`config.mk`:
```
export PLATFORM = sky130hd
export DESIGN_NAME = rx_ctrl_logic
export DESIGN_NICKNAME = d
export VERILOG_FILES = /design/src/rtl/rx_ctrl_logic.sv
export SDC_FILE = /design/constraint.sdc
export NUM_CORES = 1
export LEC_CHECK = 0
export ABC_AREA = 1
export BUFFER_PORTS_ARGS = -buffer_cell sky130_fd_sc_hd__buf_4
export CAP_MARGIN = 15
export CORE_AREA = 2 2 83 85
export DETAILED_ROUTE_END_ITERATION = 6
export DIE_AREA = 0 0 85 87
export PLACE_DENSITY = 0.47
export SLEW_MARGIN = 10
export SYNTH_ARGS = -nofsm -noshare
export SYNTH_HDL_FRONTEND = slang
export SYNTH_SLANG_ARGS = --single-unit
```
`constraint.sdc`:
```
create_clock -name clk -period 1.8 [get_ports clk]
set_clock_uncertainty 0.05 [all_clocks]
set_input_delay 0.27 -clock clk [delete_from_list [all_inputs] [get_ports clk]]
set_output_delay 0.27 -clock clk [all_outputs]
set_load 0.05 [all_outputs]
```
`src/rtl/rx_ctrl_logic.sv`:
```
// rx_ctrl_logic: receive-side LP control decoder for a C-PHY slave lane.
// Synchronizes the asynchronous LP receiver levels A/B/C, optionally
// deglitches them, decodes them into the 2-bit LP control code and tracks
// the LP entry sequences (HS request, bridge, escape entry) in an FSM.
//
// Build option: define RX_CTRL_GLITCH_FILTER_EN to build the stable-sample
// glitch filter (FILTER_CYCLES). Without it every synchronized triple is
// decoded directly through one register.
//
// Ports:
//   clk         lane clock, all state on rising edge
//   rst_n       asynchronous active-low reset
//   A, B, C     LP receiver outputs, asynchronous to clk
//   RX_Ctrl_In  decoded, filtered line code (00 stop, 01 rqst, 10 bridge, 11 lp rqst)
//   Code_Valid  RX_Ctrl_In holds an accepted, legal code
//   Stop_State  FSM in STOP
//   HS_En       HS receiver enable
//   Esc_Mode    escape mode active
//   LP_Err      FSM in ERR, level-held
module rx_ctrl_logic #(
`ifdef RX_CTRL_GLITCH_FILTER_EN
    parameter int unsigned FILTER_CYCLES  = 4,
`endif
    parameter int unsigned SETTLE_CYCLES  = 8,
    parameter int unsigned TIMEOUT_CYCLES = 64
) (
    input  logic       clk,
    input  logic       rst_n,
    input  logic       A,
    input  logic       B,
    input  logic       C,
    output logic [1:0] RX_Ctrl_In,
    output logic       Code_Valid,
    output logic       Stop_State,
    output logic       HS_En,
    output logic       Esc_Mode,
    output logic       LP_Err
);

    localparam int unsigned SET_W = $clog2(SETTLE_CYCLES + 1);
    localparam int unsigned TO_W  = $clog2(TIMEOUT_CYCLES + 1);

    // The edge that moves the FSM into BRIDGE already counts as one settle
    // cycle of the bridge code, so HS is entered SETTLE_CYCLES edges after
    // the code update.
    localparam logic [SET_W-1:0] SETTLE_LAST =
        SET_W'((SETTLE_CYCLES > 1) ? (SETTLE_CYCLES - 2) : 0);
    localparam logic [SET_W-1:0] SETTLE_MAX  = SET_W'(SETTLE_CYCLES);
    localparam logic [TO_W-1:0]  TO_LAST     = TO_W'(TIMEOUT_CYCLES - 1);
    localparam logic [TO_W-1:0]  TO_MAX      = TO_W'(TIMEOUT_CYCLES);

    typedef enum logic [2:0] {
        WAIT_STOP,
        STOP,
        HS_RQST,
        BRIDGE,
        HS,
        ESC_ENTRY,
        ESC,
        ERR
    } state_t;

    // {legal, code} decode of a line triple {A,B,C}
    function automatic logic [2:0] decode(input logic [2:0] t);
        case (t)
            3'b111:  decode = 3'b100;
            3'b001:  decode = 3'b101;
            3'b000:  decode = 3'b110;
            3'b100:  decode = 3'b111;
            default: decode = 3'b000;
        endcase
    endfunction

    logic [2:0] sync1;
    logic [2:0] sync2;
    logic [2:0] held;
    logic       accept_c;
    logic [2:0] dec_c;
    logic       code_ev;
    logic       ill_ev;

    state_t             state;
    state_t             state_nxt;
    logic [SET_W-1:0]   settle_cnt;
    logic [TO_W-1:0]    dwell_cnt;
    logic               settle_done_c;
    logic               timeout_c;

    // Two-flop synchronizer per line
    always_ff @(posedge clk or negedge rst_n) begin
        if (!rst_n) begin
            sync1 <= 3'b000;
            sync2 <= 3'b000;
        end else begin
            sync1 <= {A, B, C};
            sync2 <= sync1;
        end
    end

`ifdef RX_CTRL_GLITCH_FILTER_EN
    localparam int unsigned FLT_W = $clog2(FILTER_CYCLES + 1);
    localparam logic [FLT_W-1:0] FLT_MAX = FLT_W'(FILTER_CYCLES);

    logic [FLT_W-1:0] run_cnt;
    logic [FLT_W-1:0] run_nxt;

    // Run length of identical samples; accept once when it first hits the limit
    always_comb begin
        run_nxt  = run_cnt;
        accept_c = 1'b0;
        if (sync2 != held) begin
            run_nxt = FLT_W'(1);
        end else if (run_cnt != FLT_MAX) begin
            run_nxt = run_cnt + FLT_W'(1);
        end
        accept_c = (run_nxt == FLT_MAX) && ((run_cnt != FLT_MAX) || (sync2 != held));
    end

    always_ff @(posedge clk or negedge rst_n) begin
        if (!rst_n) begin
            held    <= 3'b000;
            run_cnt <= '0;
        end else begin
            held    <= sync2;
            run_cnt <= run_nxt;
        end
    end
`else
    // Unfiltered: any change of the synchronized triple is accepted directly
    assign accept_c = (sync2 != held);

    always_ff @(posedge clk or negedge rst_n) begin
        if (!rst_n) begin
            held <= 3'b000;
        end else begin
            held <= sync2;
        end
    end
`endif

    assign dec_c = decode(sync2);

    // Code register plus one-cycle event strobes for the FSM
    always_ff @(posedge clk or negedge rst_n) begin
        if (!rst_n) begin
            RX_Ctrl_In <= 2'b10;
            Code_Valid <= 1'b0;
            code_ev    <= 1'b0;
            ill_ev     <= 1'b0;
        end else begin
            code_ev <= 1'b0;
            ill_ev  <= 1'b0;
            if (accept_c) begin
                if (dec_c[2]) begin
                    RX_Ctrl_In <= dec_c[1:0];
                    Code_Valid <= 1'b1;
                    code_ev    <= !Code_Valid || (dec_c[1:0] != RX_Ctrl_In);
                end else begin
                    Code_Valid <= 1'b0;
                    ill_ev     <= 1'b1;
                end
            end
        end
    end

    assign settle_done_c = (settle_cnt >= SETTLE_LAST);
    assign timeout_c     = (dwell_cnt >= TO_LAST);

    // FSM state register
    always_ff @(posedge clk or negedge rst_n) begin
        if (!rst_n) begin
            state <= WAIT_STOP;
        end else begin
            state <= state_nxt;
        end
    end

    // FSM next state; events take priority over settle and timeout
    always_comb begin
        state_nxt = state;
        case (state)
            WAIT_STOP: begin
                if (code_ev && (RX_Ctrl_In == 2'b00)) state_nxt = STOP;
            end
            STOP: begin
                if (ill_ev) begin
                    state_nxt = ERR;
                end else if (code_ev) begin
                    case (RX_Ctrl_In)
                        2'b01:   state_nxt = HS_RQST;
                        2'b10:   state_nxt = ERR;
                        2'b11:   state_nxt = ERR;
                        default: state_nxt = STOP;
                    endcase
                end
            end
            HS_RQST: begin
                if (ill_ev) begin
                    state_nxt = ERR;
                end else if (code_ev) begin
                    case (RX_Ctrl_In)
                        2'b10:   state_nxt = BRIDGE;
                        2'b00:   state_nxt = STOP;
                        2'b11:   state_nxt = ERR;
                        default: state_nxt = HS_RQST;
                    endcase
                end else if (timeout_c) begin
                    state_nxt = ERR;
                end
            end
            BRIDGE: begin
                if (ill_ev) begin
                    state_nxt = ERR;
                end else if (code_ev) begin
                    case (RX_Ctrl_In)
                        2'b11:   state_nxt = ESC_ENTRY;
                        2'b00:   state_nxt = STOP;
                        2'b01:   state_nxt = ERR;
                        default: state_nxt = BRIDGE;
                    endcase
                end else if (settle_done_c) begin
                    state_nxt = HS;
                end
            end
            ESC_ENTRY: begin
                if (ill_ev) begin
                    state_nxt = ERR;
                end else if (code_ev) begin
                    case (RX_Ctrl_In)
                        2'b10:   state_nxt = ESC;
                        2'b00:   state_nxt = STOP;
                        2'b01:   state_nxt = ERR;
                        default: state_nxt = ESC_ENTRY;
                    endcase
                end else if (timeout_c) begin
                    state_nxt = ERR;
                end
            end
            HS, ESC, ERR: begin
                if (code_ev && (RX_Ctrl_In == 2'b00)) state_nxt = STOP;
            end
            default: state_nxt = WAIT_STOP;
        endcase
    end

    // Settle and dwell counters: cleared on any state change, saturating
    always_ff @(posedge clk or negedge rst_n) begin
        if (!rst_n) begin
            settle_cnt <= '0;
            dwell_cnt  <= '0;
        end else if (state_nxt != state) begin
            settle_cnt <= '0;
            dwell_cnt  <= '0;
        end else begin
            if ((state == BRIDGE) && (settle_cnt != SETTLE_MAX)) begin
                settle_cnt <= settle_cnt + SET_W'(1);
            end
            if (((state == HS_RQST) || (state == ESC_ENTRY)) && (dwell_cnt != TO_MAX)) begin
                dwell_cnt <= dwell_cnt + TO_W'(1);
            end
        end
    end

    // Registered state decodes
    always_ff @(posedge clk or negedge rst_n) begin
        if (!rst_n) begin
            Stop_State <= 1'b0;
            HS_En      <= 1'b0;
            Esc_Mode   <= 1'b0;
            LP_Err     <= 1'b0;
        end else begin
            Stop_State <= (state == STOP);
            HS_En      <= (state == HS);
            Esc_Mode   <= (state == ESC);
            LP_Err     <= (state == ERR);
        end
    end

endmodule

```
==> flow_metrics.py <==
metrics = {
    "routing": {
        "drc": 0,
        "dr.pass1.iters": 4,
        "vias_per_cell": 4.45,
        "wl_per_cell_um": 11.2,
        "vias": 1625,
        "drt_iter0_drc": 64,
        "antenna_left": 0,
        "wl_um": 4100,
    },
    "logic_synthesis": {
        "synth_xor_area_frac": 0.0607,
        "synth_edf_count": 0,
        "synthCells": 223,
        "synth.area.mux_share": 0,
        "synth_area_um2": 1880,
        "seq_area_frac_synth": 0.427,
        "async_reset_ff_frac": 1.00,
        "synth_compound_area_frac": 0.0407,
        "synth_top_family_by_area": "simple AND/OR/NAND/NOR gates",
        "avgSynthCellArea_um2": 8.42,
        "ys_types": 24,
        "synthSimpleGateAreaFrac": 0.322,
        "synth_seq_cells": 32,
        "yosys.area_share.adder": 0.0800,
        "ys.flop_type": "dfrtp_1",
        "yosysWarnings": 0,
        "syn_nets": 240,
    },
    "pwr": {
        "p_int_mw": 2.38,
        "swShare": 0.437,
        "seqPwrFrac": 0.225,
        "powerDensity_nw_per_um2": 1620,
        "p_switching_mw": 1.85,
        "pwr-share-comb": 0.627,
        "clockPowerShare": 0.148,
        "power.total_mw": 4.23,
        "p_leak_nw": 1.28,
        "ir_worst_vdd_mv": 0.586,
    },
    "global_route": {
        "grt_pass1_vias": 1574,
        "grt_pass1_wl_um": 6980,
        "grt_use_total": 0.120,
        "grt_max_degree": 33,
        "antenna_found_initial": 0,
        "grt_overflow": 0,
    },
    "sta": {
        "fin_crit_sh": 1.15,
        "fin_ws_ns": -0.268,
        "drv_slew": 0,
        "fin_crit_ns": 2.07,
        "fmax_mhz": 484,
        "worst_slew_pin_slew_ns": 0.428,
        "hold_violations": 0,
        "rsz0062_at_grt": "yes",
        "finalSetupTns_ns": -2.96,
        "setup_violations": 12,
        "maxSlewHeadroom": 0.712,
    },
    "cells_and_area": {
        "fillerInstances": 662,
        "drive_gt1_frac": 0.386,
        "final_util": 0.398,
        "nets": 301,
        "fin_cells": 365,
        "area_growth_pct": 39.3,
        "insertedDiodeCount": 0,
    },
    "setup_path": {
        "critPathMaxFanout": 11,
        "startpoint_type": "flip-flop",
        "crit_type": "flip-flop to flip-flop",
        "reg2reg_depth": 11,
        "r2r_slack_ns": -0.27,
        "cp_data_arrival_time_ns": 2.22,
        "crit_required_ns": 1.95,
        "endpoint_kind": "flip-flop",
    },
    "die": {
        "fp.dieH_um": 87,
        "dieArea_um2": 7400,
        "die_w_um": 85,
        "num_io_pins": 12,
        "start_util": 0.286,
        "rows": 30,
        "core_area_um2": 6570,
    },
    "run": {
        "max_cap_violations": 0,
    },
    "clock_network": {
        "clock_latency_ns": 0.28,
        "clock_path_buffers": 2,
        "clockRootBuffer": "clkbuf_8",
        "cts_tree": "built",
        "numClockSinks": 32,
        "cts.reportedPaths.clkPinSlew_ns": 0.07,
        "htreeDepth": 2,
        "numCtsBuffers": 5,
    },
    "place": {
        "io_buffers": 11,
        "placed_cells": 349,
        "hpwl_um": 3040,
        "gp_congestion": 0.871,
    },
    "hold_path": {
        "whs_path_depth": 1,
        "holdCritPathClass": "primary input to flip-flop",
    },
    "status": {
        "status": "finished with violations",
        "violations": "setup timing",
    },
}
==> metrics by stage <==
step                      setup slack (ns)  hold slack [ns]  instance area, um2
after floorplan                     -0.229          -0.0756                1900
final                               -0.268           0.0368                2620
after CTS                           -0.256           0.0296                2570
after global routing                -0.368           0.0211                2620
after global placement              -0.226            0.187                2360
after detailed placement            -0.241            0.189                2360
==> cell usage after synthesis, types with 5 or more instances <==
library cell / number / area (um2)
dfrtp_1: 31 / 776
a21oi_1: 5 / 25.0
o21ai_0: 8 / 40.0
nor3_2: 10 / 100
xor2_1: 8 / 70.1
nor2_1: 15 / 56.3
nand3_1: 21 / 105
inv_1: 21 / 78.8
xnor2_1: 5 / 43.8
nor3_1: 8 / 40.0
nand2_1: 53 / 199
nand2_2: 5 / 31.3
ha_1: 12 / 150
nor2_2: 5 / 31.3
==> critical path: stages (launching register included) <==
cell	delay, ns
dfstp_4	0.49
buf_4	0.14
buf_4	0.13
ha_1	0.16
o21ai_0	0.28
nand2_1	0.11
nand2_1	0.08
nand3_2	0.08
nand2_1	0.08
nand2_2	0.06
buf_12	0.15
nor3_4	0.17
==> registers in the layout, summed over array words and instances (netlist names) <==
| register | flops |
|---|---|
| Stop_State | 1 |
| sync1 | 3 |
| held | 3 |
| Code_Valid | 1 |
| LP_Err | 1 |
| settle_cnt | 4 |
| Esc_Mode | 1 |
| code_ev | 1 |
| RX_Ctrl_In | 2 |
| dwell_cnt | 7 |
| HS_En | 1 |
| state | 3 |
| ill_ev | 1 |
| sync2 | 3 |
==> per-layer routing <==
layer  global-route usage  up-vias  routed length (um)
met5                    0        -                   0
met4               0.0505        0                 101
met3               0.0294       11                 127
met2                0.207       30                2000
met1                0.142      746                1870
li1                     -      838                   -
==> power groups by stage <==
stage                     Clock (mW)  Combinational, mW  Sequential (mW)
after CTS                      0.642               2.52            0.952
final                          0.625               2.65            0.952
after floorplan                    0               1.19             1.11
after global routing           0.668               2.91            0.970
after detailed placement           0               2.15            0.962
after global placement             0               2.16            0.965
==> cell families (layout without fill, tap and decap cells) <==
kind of cell,after synthesis,after routing
AOI/OAI and AO/OA,15,15
and+or+nand+nor,123,123
buffers and inverters,28,90
adders and majority gates,12,12
xor gates and xnor gates,13,13
DFF,32,32
==> final cells by class <==
class / instances / area, um2 / area share
sequential: 32 / 807 / 0.309
clock buffer: 8 / 100 / 0.0383
tap: 80 / 100 / 0.0383
inverter: 25 / 101 / 0.0388
multi-input combinational: 163 / 1030 / 0.394
timing repair buffer: 57 / 475 / 0.182
==> path summary, 6_finish.rpt <==
path                               start       endpoint
min                                    C       sync1[0]
max reg2reg                RX_Ctrl_In[1]   dwell_cnt[5]
max in group asynchronous          rst_n  RX_Ctrl_In[1]
max                        RX_Ctrl_In[1]   dwell_cnt[5]
min in group asynchronous          rst_n   dwell_cnt[1]
min reg2reg                     sync1[2]       sync2[2]
==> layout by cell type (no fill, tap or decap), drive strengths merged, types with 9 or more instances in the layout <==
cell and n:
nor2 20, nand2 58, nand3 22, buf 56
inv 25, dfrtp 31, ha 12, o21ai 9
nor3 18
==> timing repair <==
action	4_1_cts	5_1_grt
pin swaps	1	2
hold buffers	1	0
setup endpoints to repair	11	13
resized for setup	13	10
endpoints found under the hold margin	31	0
setup buffers	5	1
cloned	1	0
Power figures use the tool's default switching activity.
